==> config.mk <==
export PLATFORM = sky130hd
export DESIGN_NAME = fcfs_arbiter
export DESIGN_NICKNAME = d
export VERILOG_FILES = /design/src/rtl/fcfs_arbiter.sv
export SDC_FILE = /design/constraint.sdc
export NUM_CORES = 1
export LEC_CHECK = 0
export ABC_AREA = 1
export BUFFER_PORTS_ARGS = -buffer_cell sky130_fd_sc_hd__clkbuf_2
export CORE_MARGIN = 3
export CORE_UTILIZATION = 55
export CTS_CLUSTER_SIZE = 40
export DETAILED_ROUTE_END_ITERATION = 8
export PLACE_DENSITY = 0.81
export SLEW_MARGIN = 5
export SYNTH_ARGS = -nofsm -noshare
export SYNTH_HDL_FRONTEND = slang
export SYNTH_SLANG_ARGS = --single-unit
==> constraint.sdc <==
create_clock -name Clk -period 2.6 [get_ports Clk]
set_clock_uncertainty 0.05 [all_clocks]
set_input_delay 0.52 -clock Clk [delete_from_list [all_inputs] [get_ports Clk]]
set_output_delay 0.52 -clock Clk [all_outputs]
set_load 0.02 [all_outputs]
==> src/rtl/fcfs_arbiter.sv <==
// First-come-first-served arbiter for seven bus requesters (index 0 = no grant).
// Requests are queued in arrival order; the head of the queue holds the grant until it releases.
module fcfs_arbiter (
    input  logic       Clk,
    input  logic       Rst,
    input  logic       Start,
    input  logic [7:1] req,
    output logic [7:1] grt
);

    typedef enum logic {IDLE, RUN} state_t;

    state_t     state;
    logic [2:0] queue [7];
    logic [2:0] count;
    logic [7:1] inq;

    logic [2:0] nqueue [7];
    logic [2:0] ncount;
    logic [7:1] ninq;
    logic [7:1] ngrt;
    logic [7:1] newreq;
    logic [2:0] enqidx;
    logic [2:0] pos;
    logic       deq;

    function automatic logic [7:1] onehot(input logic [2:0] idx);
        logic [7:1] r;
        for (int k = 1; k <= 7; k++) begin
            r[k] = (idx == 3'(k));
        end
        return r;
    endfunction

    // Next queue contents: dequeue shift first, then the single enqueue lands behind it.
    always_comb begin
        nqueue = queue;
        ncount = count;
        ninq   = inq;
        enqidx = 3'd0;
        pos    = count;
        newreq = req & ~inq;
        deq    = (count != 3'd0) && ((req & onehot(queue[0])) == 7'd0);

        for (int i = 7; i >= 1; i--) begin
            if (newreq[i]) begin
                enqidx = 3'(i);
            end
        end

        if (deq) begin
            for (int i = 0; i < 6; i++) begin
                nqueue[i] = queue[i + 1];
            end
            nqueue[6] = 3'd0;
            ninq      = ninq & ~onehot(queue[0]);
            ncount    = count - 3'd1;
            pos       = count - 3'd1;
        end

        if (newreq != 7'd0) begin
            nqueue[pos] = enqidx;
            ninq        = ninq | onehot(enqidx);
            ncount      = ncount + 3'd1;
        end

        ngrt = (ncount != 3'd0) ? (onehot(nqueue[0]) & req) : 7'd0;
    end

    // Control FSM; Start re-arms from either state and empties the queue.
    always_ff @(posedge Clk or posedge Rst) begin
        if (Rst) begin
            state <= IDLE;
            count <= 3'd0;
            inq   <= 7'd0;
            grt   <= 7'd0;
            for (int i = 0; i < 7; i++) begin
                queue[i] <= 3'd0;
            end
        end else if (Start) begin
            state <= RUN;
            count <= 3'd0;
            inq   <= 7'd0;
            grt   <= 7'd0;
            for (int i = 0; i < 7; i++) begin
                queue[i] <= 3'd0;
            end
        end else if (state == RUN) begin
            count <= ncount;
            inq   <= ninq;
            grt   <= ngrt;
            for (int i = 0; i < 7; i++) begin
                queue[i] <= nqueue[i];
            end
        end else begin
            grt <= 7'd0;
        end
    end

endmodule

==> flow_summary.json, run 1 <==
{
  "status": "finished clean",
  "ys.flop_type": "dfrtp_1",
  "max_freq_mhz": 413,
  "powerDensity_nw_per_um2": 1340,
  "critPathRequiredTime_ns": 2.74,
  "p_switching_w": 0.00193,
  "sequentialPowerShare": 0.246,
  "period_minus_slack_ns": 2.42,
  "drt-initial-drc-count": 284,
  "synth.most_common_cell": "nand2_1",
  "cts_sinks": 39,
  "rsz0062_at_grt": "no",
  "tns_ns": 0,
  "seq_area_frac_synth": 0.383,
  "worstSetupEndpointType": "flip-flop",
  "placed_cell_area_um2": 2660,
  "p_total_w": 0.00368,
  "synth_area_um2": 2550,
  "grt.busiest_layer": "met2",
  "criticalPathCategory": "reg -> reg",
  "dieArea_um2": 5480,
  "synth_nets": 374,
  "synth_top_area_frac": 0.383,
  "maxCapViolCount": 0,
  "use_met1": 0.321,
  "drive_gt1_frac": 0.134,
  "core_um2": 4410,
  "setup_violations": 0,
  "start_util": 0.577,
  "htreeDepth": 2,
  "relSlewSlack": 0.518,
  "design_area_um2": 2750,
  "chipWidth_um": 74.0,
  "min_path_type": "in -> async",
  "holdBufCountCts": 0,
  "switching_share": 0.523,
  "syn_inst": 361,
  "r2r-start": "queue[20]",
  "grt_util_met3": 0.0365,
  "hold_viol_final": 0,
  "yosys_register_bits": 39,
  "ioPinCount": 17,
  "vdd_drop_max_v": 0.000785,
  "gr-total-overflow": 0,
  "postLayoutCoreUtil": 0.624,
  "power.internal_w": 0.00176,
  "grt_pass1_wl_um": 10200,
  "cts_tree": "built",
  "crit_path_max_fanout": 13,
  "final-max-slew-violation-count": 0,
  "cts_root_buf": "clkbuf_8",
  "antenna_found_initial": 0,
  "antenna_left": 0,
  "dp_hpwl_um": 4380,
  "min_period_over_period": 0.931,
  "tightest_slew_ns": 0.720,
  "synthToLayoutAreaGrowth_pct": 8.11,
  "async_flop_share": 1.00,
  "p_leak_nw": 1.46,
  "grt_max_degree": 40,
  "cp-start-kind": "flip-flop",
  "routed_via_density": 5.68,
  "finalNetCount": 392,
  "clockPowerShare": 0.109,
  "grtUsageMet2": 0.397,
  "fp-row-count": 24,
  "wl_um": 6010,
  "ys_top_cells_by_count": "110 x nand2_1, 39 x dfrtp_1, 39 x inv_1",
  "gp_congestion": 0.917,
  "vias": 2452,
  "grt.total_usage": 0.239,
  "drt-wirelength-per-cell_um": 13.9,
  "arrival_ns": 2.56,
  "port_buffers": 16,
  "drcViolationCount": 0,
  "synth_area_per_cell_um2": 7.05,
  "multi_input_area_um2": 1330,
  "detail_route.first_pass.iterations": 5,
  "yosysUniqueCellTypes": 31,
  "cts_buffer_depth": 2,
  "num_antenna_cells": 0,
  "grt_pass1_vias": 2195,
  "power_frac_comb": 0.645,
  "ys.warnings.count": 0,
  "die_h_um": 74.0,
  "synth-edff-count": 0,
  "synth.area.top_cells": "dfrtp_1 38%, nand2_1 16%, nand3_1 7.3%, inv_1 5.7%, o21ai_0 5.3%",
  "ff2ff_path_depth": 14,
  "fill_cells": 391,
  "ff_latch_area_um2": 978,
  "clock_latency_ns": 0.30,
  "cts.clk_slew.worst_paths_ns": 0.07,
  "fin_hold_ws_ns": 0.256,
  "cts_buffers": 5,
  "yosysTopAreaCell": "dfrtp_1",
  "rrSetupSlack_ns": 0.18,
  "r2r-end": "grt[3]"
}
==> timing repair <==
| action | 4_1_cts | 5_1_grt |
|---|---|---|
| setup endpoints to repair | 0 | 7 |
| buffers inserted | 0 | 1 |
| endpoints found under the hold margin | 0 | 0 |
| gates resized for setup | 0 | 3 |
==> registers in the layout (all words and copies together), names as in the netlist <==
signal,count
queue,21
inq,7
grt,7
state,1
count,3
==> placed cells by master, fill, tap and decap left out, types with 6 or more instances in the layout <==
| cell type | instances |
|---|---|
| nand2_1 | 110 |
| buf_4 | 6 |
| nand3_1 | 36 |
| nand2_4 | 6 |
| o21ai_0 | 27 |
| dfrtp_1 | 37 |
| nor2_1 | 33 |
| nand4_1 | 7 |
| inv_1 | 39 |
| clkbuf_2 | 16 |
==> area by class of cell <==
cell class / count / area share
Sequential cell: 39 / 0.355
Multi-Input combinational cell: 266 / 0.484
Clock buffer: 7 / 0.0277
Inverter: 45 / 0.0618
Tap cell: 52 / 0.0236
Timing Repair Buffer: 22 / 0.0455
Clock inverter: 1 / 0.00182
==> critical path, stage by stage (launching register included) <==
cell	delay, ns
dfrtp_1	0.50
inv_2	0.13
nand4_1	0.09
nand2_1	0.10
nor2_4	0.20
nand2_4	0.15
nand2_2	0.12
nand2_4	0.07
ha_1	0.29
nor2_1	0.11
nor2_1	0.05
o21ai_1	0.13
nand3_2	0.14
nand3_1	0.13
nor2_1	0.05
==> how the worst max path moves through the flow <==
stage / depth (start not counted) / slack (ns) / from / endpoint
floorplan: 15 / 0.44 / count[0] / grt[1]
finish: 14 / 0.18 / queue[20] / grt[3]
CTS: 15 / 0.09 / count[0] / grt[7]
global route: 14 / 0.004 / queue[20] / grt[3]
global placement: 15 / 0.17 / count[0] / grt[3]
detailed placement: 15 / 0.12 / count[0] / grt[7]
==> routing by layer <==
metal	vias to the layer above	part of all wire
li1	1206	-
met1	1118	0.45
met2	110	0.46
met3	18	0.070
met4	0	0.017
met5	-	0
==> cell families after synthesis <==
group / after synthesis / share of synthesized area
XOR/XNOR: 1 / 0.00344
buffers and inverters: 56 / 0.0953
adder cells (fa/ha/maj): 3 / 0.0147
AO/OA/AOI/OAI: 54 / 0.125
AND/OR/NAND/NOR: 208 / 0.378
flip-flops: 39 / 0.383
==> power by group through the flow <==
stage | sequential (W) | clock [W] | combinational [W]
CTS | 0.000906 | 0.000408 | 0.00233
global route | 0.000929 | 0.000429 | 0.00271
floorplan | 0.000895 | 0 | 0.00192
detailed placement | 0.000917 | 0 | 0.00232
global placement | 0.000912 | 0 | 0.00228
finish | 0.000908 | 0.000402 | 0.00237
==> per-stage QoR <==
| stage | setup WS, ns | std cells |
|---|---|---|
| floorplan | 0.435 | 361 |
| global placement | 0.167 | 423 |
| detailed placement | 0.120 | 423 |
| CTS | 0.0929 | 431 |
| global route | 0.00447 | 432 |
| finish | 0.178 | 432 |
No activity file was read; power rests on OpenSTA's default activity.
==> run 2, diff against run 1 <==
--- a/config.mk
+++ b/config.mk
@@ -8,10 +8,10 @@
 export ABC_AREA = 1
 export BUFFER_PORTS_ARGS = -buffer_cell sky130_fd_sc_hd__clkbuf_2
 export CORE_MARGIN = 3
-export CORE_UTILIZATION = 55
+export CORE_UTILIZATION = 44
 export CTS_CLUSTER_SIZE = 40
 export DETAILED_ROUTE_END_ITERATION = 8
-export PLACE_DENSITY = 0.81
+export PLACE_DENSITY = 0.69
 export SLEW_MARGIN = 5
 export SYNTH_ARGS = -nofsm -noshare
 export SYNTH_HDL_FRONTEND = slang
==> run 2 against run 1 <==
  * Combinational power rose by 2%
  * Total power rose by 0.93%
  * Largest power group unchanged
  * Worst setup slack improved by 0.046 ns
  * Core utilization fell by 12 points
  * Fmax rose by 2.0%
  * Non-clock buffer count rose by 3
  * Global-route usage fell by 3.2 points
  * Final cell count rose by 5.3%
  * Clock power barely moved
==> flow_summary.json, run 2 (synthesis gave the netlist of run 1 again) <==
{
  "status": "finished clean",
  "largest_reg_flops": 21,
  "worstSetupEndpointType": "flip-flop",
  "cts_tree": "built",
  "pre_cts_slack_ns": 0.132,
  "gp_congestion": 0.963,
  "chipWidth_um": 82.1,
  "vias": 2409,
  "ioPinCount": 17,
  "antenna_found_initial": 0,
  "grt_pass1_vias": 2272,
  "antenna_left": 0,
  "period_minus_slack_ns": 2.38,
  "reg.largest.list": "queue x21, grt x7, inq x7",
  "crit_path_frequent_cell": "nor2_1",
  "setup_ws_ns": 0.225,
  "min_path_type": "in -> async",
  "start_util": 0.460,
  "r2r-start": "count[0]",
  "p_leak_nw": 1.47,
  "setup_violations": 0,
  "tns_ns": 0,
  "arrival_ns": 2.51,
  "drt-wirelength-per-cell_um": 13.6,
  "top_register": "queue",
  "rsz0062_at_grt": "no",
  "num_antenna_cells": 0,
  "cts_buffers": 5,
  "placed_cell_area_um2": 2700,
  "dp_hpwl_um": 4610,
  "cts_root_buf": "clkbuf_8",
  "cts_sinks": 39,
  "final-max-slew-violation-count": 0,
  "maxCapViolCount": 0,
  "crit_path_max_fanout": 9,
  "synthToLayoutAreaGrowth_pct": 9.98,
  "drcViolationCount": 0,
  "ff2ff_path_depth": 15,
  "most-common-layout-cells": "110 x nand2_1, 39 x inv_1, 37 x dfrtp_1",
  "drive_gt1_frac": 0.141,
  "startpoint": "count[0]",
  "relSlewSlack": 0.644,
  "gr-total-overflow": 0,
  "drt-initial-drc-count": 198,
  "p_total_w": 0.00372,
  "powerDensity_nw_per_um2": 1330,
  "cp-start-kind": "flip-flop",
  "clock_latency_ns": 0.30,
  "hold_viol_final": 0,
  "cp_cell_sequence": "inv_1 -> ha_1 -> nand2_1 -> o21ai_2 -> nor2_4 -> nand2_4 -> nand2_2 -> nand2_4 -> ha_1 -> nor2_1 -> nor2_1 -> o21ai_1 -> nand3_2 -> nand3_1 -> nor2_1",
  "dieArea_um2": 6740,
  "layout_commonest_cell": "nand2_1",
  "slowest_delay_ns": 0.39,
  "min_period_over_period": 0.914,
  "core_um2": 5540,
  "grt.total_usage": 0.207,
  "fp-row-count": 27,
  "finalNetCount": 395,
  "critPathRequiredTime_ns": 2.74,
  "max_freq_mhz": 421,
  "htreeDepth": 2,
  "tightest_slew_ns": 0.533,
  "grt_pass1_wl_um": 10600,
  "vdd_drop_max_v": 0.000652,
  "grt_max_degree": 40,
  "port_buffers": 16,
  "cts_buffer_depth": 2,
  "die_h_um": 82.1,
  "cts.clk_slew.worst_paths_ns": 0.08,
  "design_area_um2": 2800,
  "wl_um": 6190,
  "detail_route.first_pass.iterations": 6,
  "crit_path_top_delay_cell": "dfrtp_1",
  "routed_via_density": 5.29,
  "criticalPathCategory": "reg -> reg"
}
## run 2: cell types whose count changed in the layout (fill, tap and decap cells not counted), sizes merged
cell | previous run | this run
buf | 6 | 9
## run 2: timing repair
item | 4_1_cts | 5_1_grt
setup endpoints to repair | 0 | 13
hold buffers | 0 | 0
resized for setup | 0 | 3
setup buffers | 0 | 2
## run 2: path summary, 6_finish.rpt
kind                                   to  slack, ns
worst min register to register  queue[16]       0.43
max in group asynchronous       queue[19]       1.87
worst min-delay path               inq[4]       0.26
worst max register to register     grt[7]       0.22
worst max-delay path               grt[7]       0.22
min in group Clk                   grt[6]       0.41
## run 2: final cells by class
| type | instances | area (um2) |
|---|---|---|
| Timing Repair Buffer | 25 | 148 |
| Tap cell | 72 | 90.1 |
| Clock buffer | 7 | 76.3 |
| Sequential cell | 39 | 978 |
| Clock inverter | 1 | 5.00 |
| Fill cell | 567 | 2740 |
| Multi-Input combinational cell | 266 | 1330 |
| Inverter | 45 | 170 |
## run 2: through the flow
step | hold slack, ns | utilization | instances
global placement | 0.415 | 0.487 | 445
CTS | 0.278 | 0.501 | 453
detailed placement | 0.415 | 0.487 | 445
global route | 0.308 | 0.505 | 455
floorplan | 0.399 | - | 361
finish | 0.261 | 0.505 | 455
## run 2: routing by layer
layer  share of wire  global-route usage
met5               0                   0
met1            0.46               0.271
met3           0.060              0.0428
met4           0.027              0.0947
met2            0.45               0.326
## run 2: critical path: cells and delay by family (launching register included)
kind            cells  cell delay (ns)
buf+inv             1             0.12
flops               1             0.39
simple gates       10             1.01
compound gates      2             0.21
fa+ha+maj           2             0.50
## run 2: power breakdown
group          internal (W)  switching [W]  leakage [nW]
Clock              0.000188       0.000211        0.0422
Combinational      0.000816        0.00160         0.914
Sequential         0.000786       0.000116         0.514
Total               0.00179        0.00193          1.47
